## src/rtl/uart_frame_codec.sv

```systemverilog
// Delimiter-framed byte codec: TX framer and RX deframer sharing one clock.
// Optional checksum byte enabled by defining UART_FRAME_CHECKSUM_EN.
module uart_frame_codec #(
  parameter int          MAX_LEN     = 64,
  parameter logic [7:0]  DELIM       = 8'h26,
  parameter int          TIMEOUT_CLK = 50_000
) (
  input  logic                 sys_clk,
  input  logic                 sys_rst_n,
  input  logic [MAX_LEN*8-1:0] tx_string,
  input  logic [7:0]           tx_length,
  input  logic                 tx_req,
  output logic                 tx_busy,
  output logic                 tx_done,
  output logic [MAX_LEN*8-1:0] rx_string,
  output logic [7:0]           rx_length,
  output logic                 rx_busy,
  output logic                 rx_done,
  output logic                 rx_err,
  output logic [7:0]           byte_tx_data,
  output logic                 byte_tx_req,
  input  logic                 byte_tx_done,
  input  logic [7:0]           byte_rx_data,
  input  logic                 byte_rx_vld
);

`ifdef UART_FRAME_CHECKSUM_EN
  localparam int CS = 1;
`else
  localparam int CS = 0;
`endif
  localparam int SHW = MAX_LEN + CS;
  localparam int TW  = $clog2(TIMEOUT_CLK + 1);
  localparam logic [TW-1:0] TMAX = TW'(TIMEOUT_CLK - 1);

  typedef enum logic [2:0] {
    T_IDLE, T_HEAD, T_BODY, T_CSUM, T_TAIL, T_DONE
  } tx_st_e;

  typedef enum logic [1:0] {
    R_IDLE, R_H1, R_BODY, R_E1
  } rx_st_e;

  tx_st_e               r_tx_st;
  tx_st_e               w_tx_nxt;
  tx_st_e               w_post;
  logic [MAX_LEN*8-1:0] r_tx_buf;
  logic [7:0]           r_tx_rem;
  logic                 r_tx_sub;
  logic [7:0]           r_tx_csum;
  logic [7:0]           w_post_dat;
  logic                 w_issue;
  logic [7:0]           w_dat;
  logic                 w_shift;
  logic                 w_accept;

  assign w_post     = (CS != 0) ? T_CSUM : T_TAIL;
  assign w_post_dat = (CS != 0) ? r_tx_csum : DELIM;

  always_ff @(posedge sys_clk or negedge sys_rst_n) begin
    if (!sys_rst_n) r_tx_st <= T_IDLE;
    else            r_tx_st <= w_tx_nxt;
  end

  always_comb begin
    w_tx_nxt = r_tx_st;
    w_issue  = 1'b0;
    w_dat    = DELIM;
    w_shift  = 1'b0;
    w_accept = 1'b0;
    unique case (r_tx_st)
      T_IDLE: if (tx_req) begin
        w_accept = 1'b1;
        w_issue  = 1'b1;
        w_tx_nxt = T_HEAD;
      end
      T_HEAD: if (byte_tx_done) begin
        w_issue = 1'b1;
        if (r_tx_sub) begin
          if (r_tx_rem != 8'd0) begin
            w_dat    = r_tx_buf[7:0];
            w_shift  = 1'b1;
            w_tx_nxt = T_BODY;
          end else begin
            w_dat    = w_post_dat;
            w_tx_nxt = w_post;
          end
        end
      end
      T_BODY: if (byte_tx_done) begin
        w_issue = 1'b1;
        if (r_tx_rem != 8'd0) begin
          w_dat   = r_tx_buf[7:0];
          w_shift = 1'b1;
        end else begin
          w_dat    = w_post_dat;
          w_tx_nxt = w_post;
        end
      end
      T_CSUM: if (byte_tx_done) begin
        w_issue  = 1'b1;
        w_tx_nxt = T_TAIL;
      end
      T_TAIL: if (byte_tx_done) begin
        if (r_tx_sub) w_tx_nxt = T_DONE;
        else          w_issue  = 1'b1;
      end
      T_DONE:  w_tx_nxt = T_IDLE;
      default: w_tx_nxt = T_IDLE;
    endcase
  end

  always_comb begin
    tx_busy      = (r_tx_st != T_IDLE);
    tx_done      = (r_tx_st == T_DONE);
  end

  always_ff @(posedge sys_clk or negedge sys_rst_n) begin
    if (!sys_rst_n) begin
      r_tx_buf     <= '0;
      r_tx_rem     <= '0;
      r_tx_sub     <= 1'b0;
      r_tx_csum    <= '0;
      byte_tx_req  <= 1'b0;
      byte_tx_data <= '0;
    end else begin
      byte_tx_req <= w_issue;
      if (w_issue) byte_tx_data <= w_dat;
      if (w_accept) begin
        r_tx_buf  <= tx_string;
        r_tx_rem  <= (tx_length > 8'(MAX_LEN)) ? 8'(MAX_LEN) : tx_length;
        r_tx_csum <= '0;
        r_tx_sub  <= 1'b0;
      end else begin
        if (w_shift) begin
          r_tx_buf  <= r_tx_buf >> 8;
          r_tx_rem  <= r_tx_rem - 8'd1;
          r_tx_csum <= r_tx_csum ^ r_tx_buf[7:0];
        end
        // second delimiter of head/tail is tracked by r_tx_sub
        if (byte_tx_done && !r_tx_sub &&
            (r_tx_st == T_HEAD || r_tx_st == T_TAIL))
          r_tx_sub <= 1'b1;
        else if (w_tx_nxt == T_TAIL && r_tx_st != T_TAIL)
          r_tx_sub <= 1'b0;
      end
    end
  end

  rx_st_e           r_rx_st;
  rx_st_e           w_rx_nxt;
  logic [SHW*8-1:0] r_shadow;
  logic [9:0]       r_cnt;
  logic [7:0]       r_x;
  logic [TW-1:0]    r_tmr;
  logic [9:0]       w_rx_len;
  logic             w_dlm;
  logic             w_done;
  logic             w_err;
  logic             w_clr;
  logic             w_st1;
  logic             w_st2;

  assign w_rx_len = r_cnt - 10'(CS);

  always_ff @(posedge sys_clk or negedge sys_rst_n) begin
    if (!sys_rst_n) r_rx_st <= R_IDLE;
    else            r_rx_st <= w_rx_nxt;
  end

  always_comb begin
    w_rx_nxt = r_rx_st;
    w_done   = 1'b0;
    w_err    = 1'b0;
    w_clr    = 1'b0;
    w_st1    = 1'b0;
    w_st2    = 1'b0;
    w_dlm    = (byte_rx_data == DELIM);
    if (r_rx_st != R_IDLE && !byte_rx_vld && r_tmr == TMAX) begin
      w_err    = 1'b1;
      w_rx_nxt = R_IDLE;
    end else if (byte_rx_vld) begin
      unique case (r_rx_st)
        R_IDLE: if (w_dlm) w_rx_nxt = R_H1;
        R_H1: begin
          w_rx_nxt = w_dlm ? R_BODY : R_IDLE;
          w_clr    = w_dlm;
        end
        R_BODY: begin
          if (w_dlm) begin
            w_rx_nxt = R_E1;
          end else if (r_cnt >= 10'(SHW)) begin
            w_err    = 1'b1;
            w_rx_nxt = R_IDLE;
          end else begin
            w_st1 = 1'b1;
          end
        end
        R_E1: begin
          if (w_dlm) begin
            w_rx_nxt = R_IDLE;
            if (CS != 0 && (r_cnt == 10'd0 || r_x != 8'd0))
              w_err = 1'b1;
            else
              w_done = 1'b1;
          end else if (r_cnt + 10'd2 > 10'(SHW)) begin
            w_err    = 1'b1;
            w_rx_nxt = R_IDLE;
          end else begin
            w_st2    = 1'b1;
            w_rx_nxt = R_BODY;
          end
        end
        default: w_rx_nxt = R_IDLE;
      endcase
    end
  end

  always_comb begin
    rx_busy = (r_rx_st != R_IDLE);
  end

  always_ff @(posedge sys_clk or negedge sys_rst_n) begin
    if (!sys_rst_n) begin
      r_shadow  <= '0;
      r_cnt     <= '0;
      r_x       <= '0;
      r_tmr     <= '0;
      rx_done   <= 1'b0;
      rx_err    <= 1'b0;
      rx_string <= '0;
      rx_length <= '0;
    end else begin
      rx_done <= w_done;
      rx_err  <= w_err;
      if (r_rx_st == R_IDLE || byte_rx_vld) r_tmr <= '0;
      else if (r_tmr != TMAX)               r_tmr <= r_tmr + 1'b1;
      if (w_clr) begin
        r_cnt    <= '0;
        r_x      <= '0;
        r_shadow <= '0;
      end
      if (w_st1) begin
        r_cnt <= r_cnt + 10'd1;
        r_x   <= r_x ^ byte_rx_data;
      end
      if (w_st2) begin
        r_cnt <= r_cnt + 10'd2;
        r_x   <= r_x ^ byte_rx_data ^ DELIM;
      end
      // an escaped delimiter lands as two payload bytes
      for (int k = 0; k < SHW; k++) begin
        if (w_st1 && r_cnt == 10'(k))
          r_shadow[k*8 +: 8] <= byte_rx_data;
        if (w_st2 && r_cnt == 10'(k))
          r_shadow[k*8 +: 8] <= DELIM;
        if (w_st2 && r_cnt + 10'd1 == 10'(k))
          r_shadow[k*8 +: 8] <= byte_rx_data;
      end
      if (w_done) begin
        rx_length <= w_rx_len[7:0];
        for (int k = 0; k < MAX_LEN; k++)
          rx_string[k*8 +: 8] <=
            (10'(k) < w_rx_len) ? r_shadow[k*8 +: 8] : 8'd0;
      end
    end
  end

endmodule

```

## config.mk

```make
export PLATFORM = sky130hd
export DESIGN_NAME = uart_frame_codec
export DESIGN_NICKNAME = d
export VERILOG_FILES = /design/src/rtl/uart_frame_codec.sv
export SDC_FILE = /design/constraint.sdc
export NUM_CORES = 2
export LEC_CHECK = 0
export ABC_AREA = 1
export ABC_CLOCK_PERIOD_IN_PS = 5950
export CAP_MARGIN = 25
export CELL_PAD_IN_SITES_DETAIL_PLACEMENT = 0
export CELL_PAD_IN_SITES_GLOBAL_PLACEMENT = 1
export CORE_MARGIN = 4
export CORE_UTILIZATION = 28
export DETAILED_ROUTE_END_ITERATION = 7
export GPL_TIMING_DRIVEN = 0
export MAX_ROUTING_LAYER = met4
export PLACE_DENSITY = 0.67
export SYNTH_ARGS = -nofsm -noshare
export SYNTH_HDL_FRONTEND = slang
export SYNTH_SLANG_ARGS = --single-unit
```

## constraint.sdc

```tcl
create_clock -name sys_clk -period 5.95 [get_ports sys_clk]
set_input_delay 0.595 -clock sys_clk [delete_from_list [all_inputs] [get_ports sys_clk]]
set_output_delay 0.595 -clock sys_clk [all_outputs]
set_load 0.05 [all_outputs]
```

[Word level (Yosys, flattened, before mapping)]
Index checks and enable logic that the tools add are counted.
Word-level totals
  register bits: 1595
  logic and storage cells: 897
Operators by class
  add/sub/neg operators: 4
  order comparisons: 67
  eq/ne operators: 141
  mux-type cells: 329
  reduce and logical (&&, ||, !) cells: 279
Operator list (number)
  $mux 8: 263
  $mux 512: 3
  $eq 10x6->1 const B: 64
  $eq 10x5->1 const B: 32
  $lt 6x10->1 const A: 32
  $reduce_bool 4->1: 64
  $logic_and 1x1->1: 197
  $eq 10x4->1 const B: 16
  $lt 5x10->1 const A: 16
  $eq 10x3->1 const B: 8
  $lt 4x10->1 const A: 8
  $eq 10x2->1 const B: 4
  $lt 3x10->1 const A: 4
  $mux 1: 35
  $mux 16: 2
  $mux 10: 3
  $mux 3: 9
  $eq 10x1->1 const B: 2
  $logic_not 10->1: 2
  $lt 1x10->1 const A: 2
  $lt 2x10->1 const A: 2
  $add 16x1->16 const B: 1
  $eq 16x16->1 const B: 1
  $mux 2: 8
  other kinds (29): 42

[Longest topological paths before layout]
  depth in word-level cells: 10
  depth in mapped cells: 17
  mapped depth without buffers: 16

[Least setup slack after synthesis]
No wires, ideal clock.
  path kind: in2reg
  from: input byte_rx_data[1]
  to: register rx_string[303]
  setup time: 0.143 ns
  arrival time: 2.331 ns
  data required time: 5.807 ns
  setup slack: 3.476 ns
  stages on the path: 12
  path buffers: 5
  path through: clkbuf_1 > nand4_1 > nor2_1 > inv_2 > nor2_1 > nand2_1 > buf_2 > clkbuf_1 > clkbuf_1 > clkbuf_1 > nand2_1 > o21ai_0
Between the ends
  word-level cells in the longest chain between the ends: 5
Ends and longest elaborated chain
  start, declared: RTL line 23  | input logic [7:0] byte_rx_data,
  $eq 8x6->1: RTL line 178  | w_dlm = (byte_rx_data == DELIM);
  $mux 1: RTL line 200  | if (w_dlm) begin
  $mux 1: RTL line 183  | unique case (r_rx_st)
  $mux 1: RTL line 182  | end else if (byte_rx_vld) begin
  $mux 1: RTL line 179  | if (r_rx_st != R_IDLE && !byte_rx_vld && r_tmr == TMAX) begin
  end signal, assigned by index: RTL line 263  | rx_string[k*8 +: 8] <=
  end, declared: RTL line 15  | output logic [MAX_LEN*8-1:0] rx_string,
No other way between the ends.
A chain may end at the register's enable or synchronous reset.

[Worst setup path after layout]
  from: register r_cnt[1]
  to: register r_shadow[138]
Between the ends
  word-level cells in the longest chain between the ends: 10
  elaborated cells on any way between the ends: 23
  those cells by class: add/sub (2); order compare (2); eq/ne (2); mux (13); reduce/logical (4)
Ends and longest elaborated chain
  start, declared: RTL line 153  | logic [9:0] r_cnt;
  start signal, assigned: RTL line 244  | r_cnt <= r_cnt + 10'd1;
  start signal, assigned: RTL line 248  | r_cnt <= r_cnt + 10'd2;
  $add 10x2->10 / $ge 10x7->1 (equally long branches): RTL line 206, 192
  $gt 10x7->1 / $mux 1 (equally long branches): RTL line 206, 192
  $mux 1, on equally long branches: RTL line 206, 190
  $mux 1, on equally long branches: RTL line 200, 183
  $mux 1, on equally long branches: RTL line 183, 182
  $mux 1, on equally long branches: RTL line 182, 179
  $mux 1 / $logic_and 1x1->1 (equally long branches): RTL line 179, 253
  $logic_and 1x1->1 / $mux 8 (equally long branches): RTL line 255, 253
  $mux 8: RTL line 255  | if (w_st2 && r_cnt == 10'(k))
  $mux 8: RTL line 257  | if (w_st2 && r_cnt + 10'd1 == 10'(k))
  end signal, assigned by index: RTL line 254  | r_shadow[k*8 +: 8] <= byte_rx_data;
  end signal, assigned by index: RTL line 258  | r_shadow[k*8 +: 8] <= byte_rx_data;
  end, declared: RTL line 152  | logic [SHW*8-1:0] r_shadow;
Parallel ways exist; a longest one is shown, timed or not.

==> impl_metrics.env <==
export IMPL_die_area_mm2=0.261
export IMPL_hp_class="in -> reg"
export IMPL_synthCells=8462
export IMPL_cpMostUsedCell="nand3_1"
export IMPL_drt_total_wl_mm=385
export IMPL_cp_end_kind="register"
export IMPL_via_per_inst=5.18
export IMPL_final_core_util_pct=37.2
export IMPL_cts_buffers=182
export IMPL_antenna_found_initial=113
export IMPL_ir_drop_mv=0.290
export IMPL_vias=69300
export IMPL_htree_levels=4
export IMPL_die_h_um=511
export IMPL_stdcell_area_mm2=0.0934
export IMPL_fmax_mhz=186
export IMPL_async_reset_ff_share_pct=100
export IMPL_min_period_ps=5380
export IMPL_place_ws_ps=769
export IMPL_grt_overflow_total=0
export IMPL_worstPathRequired_ps=6730
export IMPL_avgSynthCellArea_um2=8.36
export IMPL_hold_violations=0
export IMPL_cts_tree="done"
export IMPL_grt_pass1_wl_mm=534
export IMPL_timing_worst_setup_path_type="reg -> reg"
export IMPL_synth_edff_count=0
export IMPL_post_synth_top_count_cell="nand2_1"
export IMPL_synth_warnings=0
export IMPL_layout_drive_gt1_share_pct=6.60
export IMPL_placed_area_mm2=0.0868
export IMPL_crit_arrival_ps=6170
export IMPL_cts_resized=0
export IMPL_crit_path_max_fanout=10
export IMPL_postCtsSetupBuffers=0
export IMPL_crit_buf_inv=4
export IMPL_core_area_mm2=0.251
export IMPL_drc_errors=0
export IMPL_first_iter_violations=7137
export IMPL_cp_start_kind="register"
export IMPL_setup_ws_ps=567
export IMPL_drtAntennaViolNets=0
export IMPL_gp_congestion=1.06
export IMPL_hold_ws_ps=232
export IMPL_maxCapViolCount=0
export IMPL_synthTopCellsByCount="nand2_1 (2623), dfrtp_1 (1595), nand3_1 (858)"
export IMPL_yosysTopAreaCell="dfrtp_1"
export IMPL_synth_area_mm2=0.0708
export IMPL_hpwl_mm=306
export IMPL_power_density_mw_per_mm2=364
export IMPL_status="complete, no violations"
export IMPL_netlist_area_leader_share_pct=56.4
export IMPL_clock_path_buffers=3
export IMPL_start_util_pct=28.1
export IMPL_clock_sinks=1595
export IMPL_setup_viol=0
export IMPL_slowest_stage="clkbuf_1"
export IMPL_ys_flop_type="dfrtp_1"
export IMPL_area_delta_synth_final_pct=32.0
export IMPL_root_buffer="clkbuf_16"
export IMPL_total_leakage_power_uw=0.0421
export IMPL_clkLatencyLatePin_ps=860
export IMPL_port_buffers=1058
export IMPL_seqCellArea_mm2=0.0399
export IMPL_multi_input_area_mm2=0.0268
export IMPL_ys_top_cells_by_area="dfrtp_1 (56%), nand2_1 (14%), nand3_1 (6.1%)"
export IMPL_synth_nets=9007
export IMPL_max_stage_delay_ps=830
export IMPL_critPathTopFamily="buffers and inverters"
export IMPL_grt_pass1_vias=68800
export IMPL_clock_skew_ps=41.3
export IMPL_synth_cell_types=44
export IMPL_drt_pass1_iterations=6
export IMPL_route_detailed_wl_per_inst_um=28.7
export IMPL_synth_seq_area_share_pct=56.4
export IMPL_relSlewSlack_pct=22.2
export IMPL_crit_path_cell_trace="clkbuf_1 > inv_1 > ha_1 > inv_1 > clkbuf_1 > nor2_1 > nand3_1 > nor2_1 > o21ai_1 > nand3_1 > nand3_1"
export IMPL_period_share_pct=90.5
export IMPL_cts_clk_slew_worst_paths_ps=60
export IMPL_rows=184
export IMPL_finalSetupTns_ps=0
export IMPL_grt_max_degree=170
export IMPL_drv_slew=0
export IMPL_die_x_um=511
export IMPL_ioPinCount=1067
export IMPL_grt_use_total_pct=29.5
export IMPL_grt_setup_unrepaired="false"
export IMPL_worst_pin_slew_ps=1170
export IMPL_n_fill_cell=26000
export IMPL_nNetsFinal=10300
export IMPL_synth_seq_cells=1595
[tightest hold or removal path: stages]
cell and delay (ps):
buf_2 250, nand2_1 120, o21ai_0 70
[placed cells by master (no fill, tap or decap), types with 165 or more instances in the layout]
cell / count
nand2_1: 2623
dfrtp_1: 1595
clkdlybuf4s50_1: 1057
nand3_1: 858
nor2_1: 756
o21ai_0: 662
inv_1: 490
a31oi_1: 406
clkbuf_1: 284
clkbuf_16: 183
buf_2: 165
[registers in the layout (all words and copies together) (netlist names)]
signal,flops
byte_tx_req,1
r_tx_buf,512
r_cnt,10
r_tx_st,3
r_tx_sub,1
rx_string,512
rx_length,8
byte_tx_data,8
r_rx_st,2
rx_done,1
r_shadow,512
rx_err,1
r_tx_rem,8
r_tmr,16
[where the power goes]
group / internal [uW] / leakage (uW) / switching, uW
logic: 2820 / 0.0188 / 5440
clock network: 6840 / 0.00309 / 4930
registers: 12800 / 0.0202 / 1190
[metrics by stage]
| stage | instances | total power (uW) |
|---|---|---|
| final | 13400 | 34000 |
| after global routing | 13400 | 35800 |
| after CTS | 13300 | 34200 |
| after detailed placement | 12900 | 22400 |
| after global placement | 12900 | 22300 |
| after floorplan | 8462 | 18900 |
[path summary, 6_finish.rpt]
path	cells past startpoint	slack, ps	endpoint	startpoint
max	11	570	r_shadow[138]$_DFFE_PN0P_	r_cnt[1]$_DFFE_PN0P_
min	3	230	r_shadow[344]$_DFFE_PN0P_	byte_rx_data[0]
max reg2reg	11	570	r_shadow[138]$_DFFE_PN0P_	r_cnt[1]$_DFFE_PN0P_
min reg2reg	2	480	rx_string[77]$_DFFE_PN0P_	rx_string[77]$_DFFE_PN0P_
max in group asynchronous	6	2450	r_shadow[80]$_DFFE_PN0P_	sys_rst_n
min in group asynchronous	2	360	rx_string[304]$_DFFE_PN0P_	sys_rst_n
[cell type report]
cell class                 instances  area share (%)
antenna                           97           0.260
multi-input combinational       5879            28.7
clock buffer                     269            5.77
tap                             3348            4.48
sequential                      1595            42.7
clock inverter                    68           0.956
buffer                           478            2.33
inverter                         510            2.05
timing repair buffer            1142            12.7
[cell families after synthesis]
kind of cell	Yosys count	share of synthesized area, %
and+or+nand+nor	4403	25.5
adders and majority gates	12	0.212
DFF	1595	56.4
buffers and inverters	988	5.74
AOI/OAI and AO/OA	1458	12.1
xor gates and xnor gates	6	0.0743
[routing by layer]
layer	up-vias	share of wire [%]	global-route usage [%]
met5	-	0	-
met4	0	6.8	16.6
met3	775	7.5	6.65
met2	2928	46	46.3
met1	34800	40	35.0
li1	30900	-	-
[timing repair]
item / CTS / global route
hold buffers: 1 / 0
setup endpoints to repair: 0 / 0
endpoints found under the hold margin: 126 / 0
No activity file was read; power rests on OpenSTA's default activity.
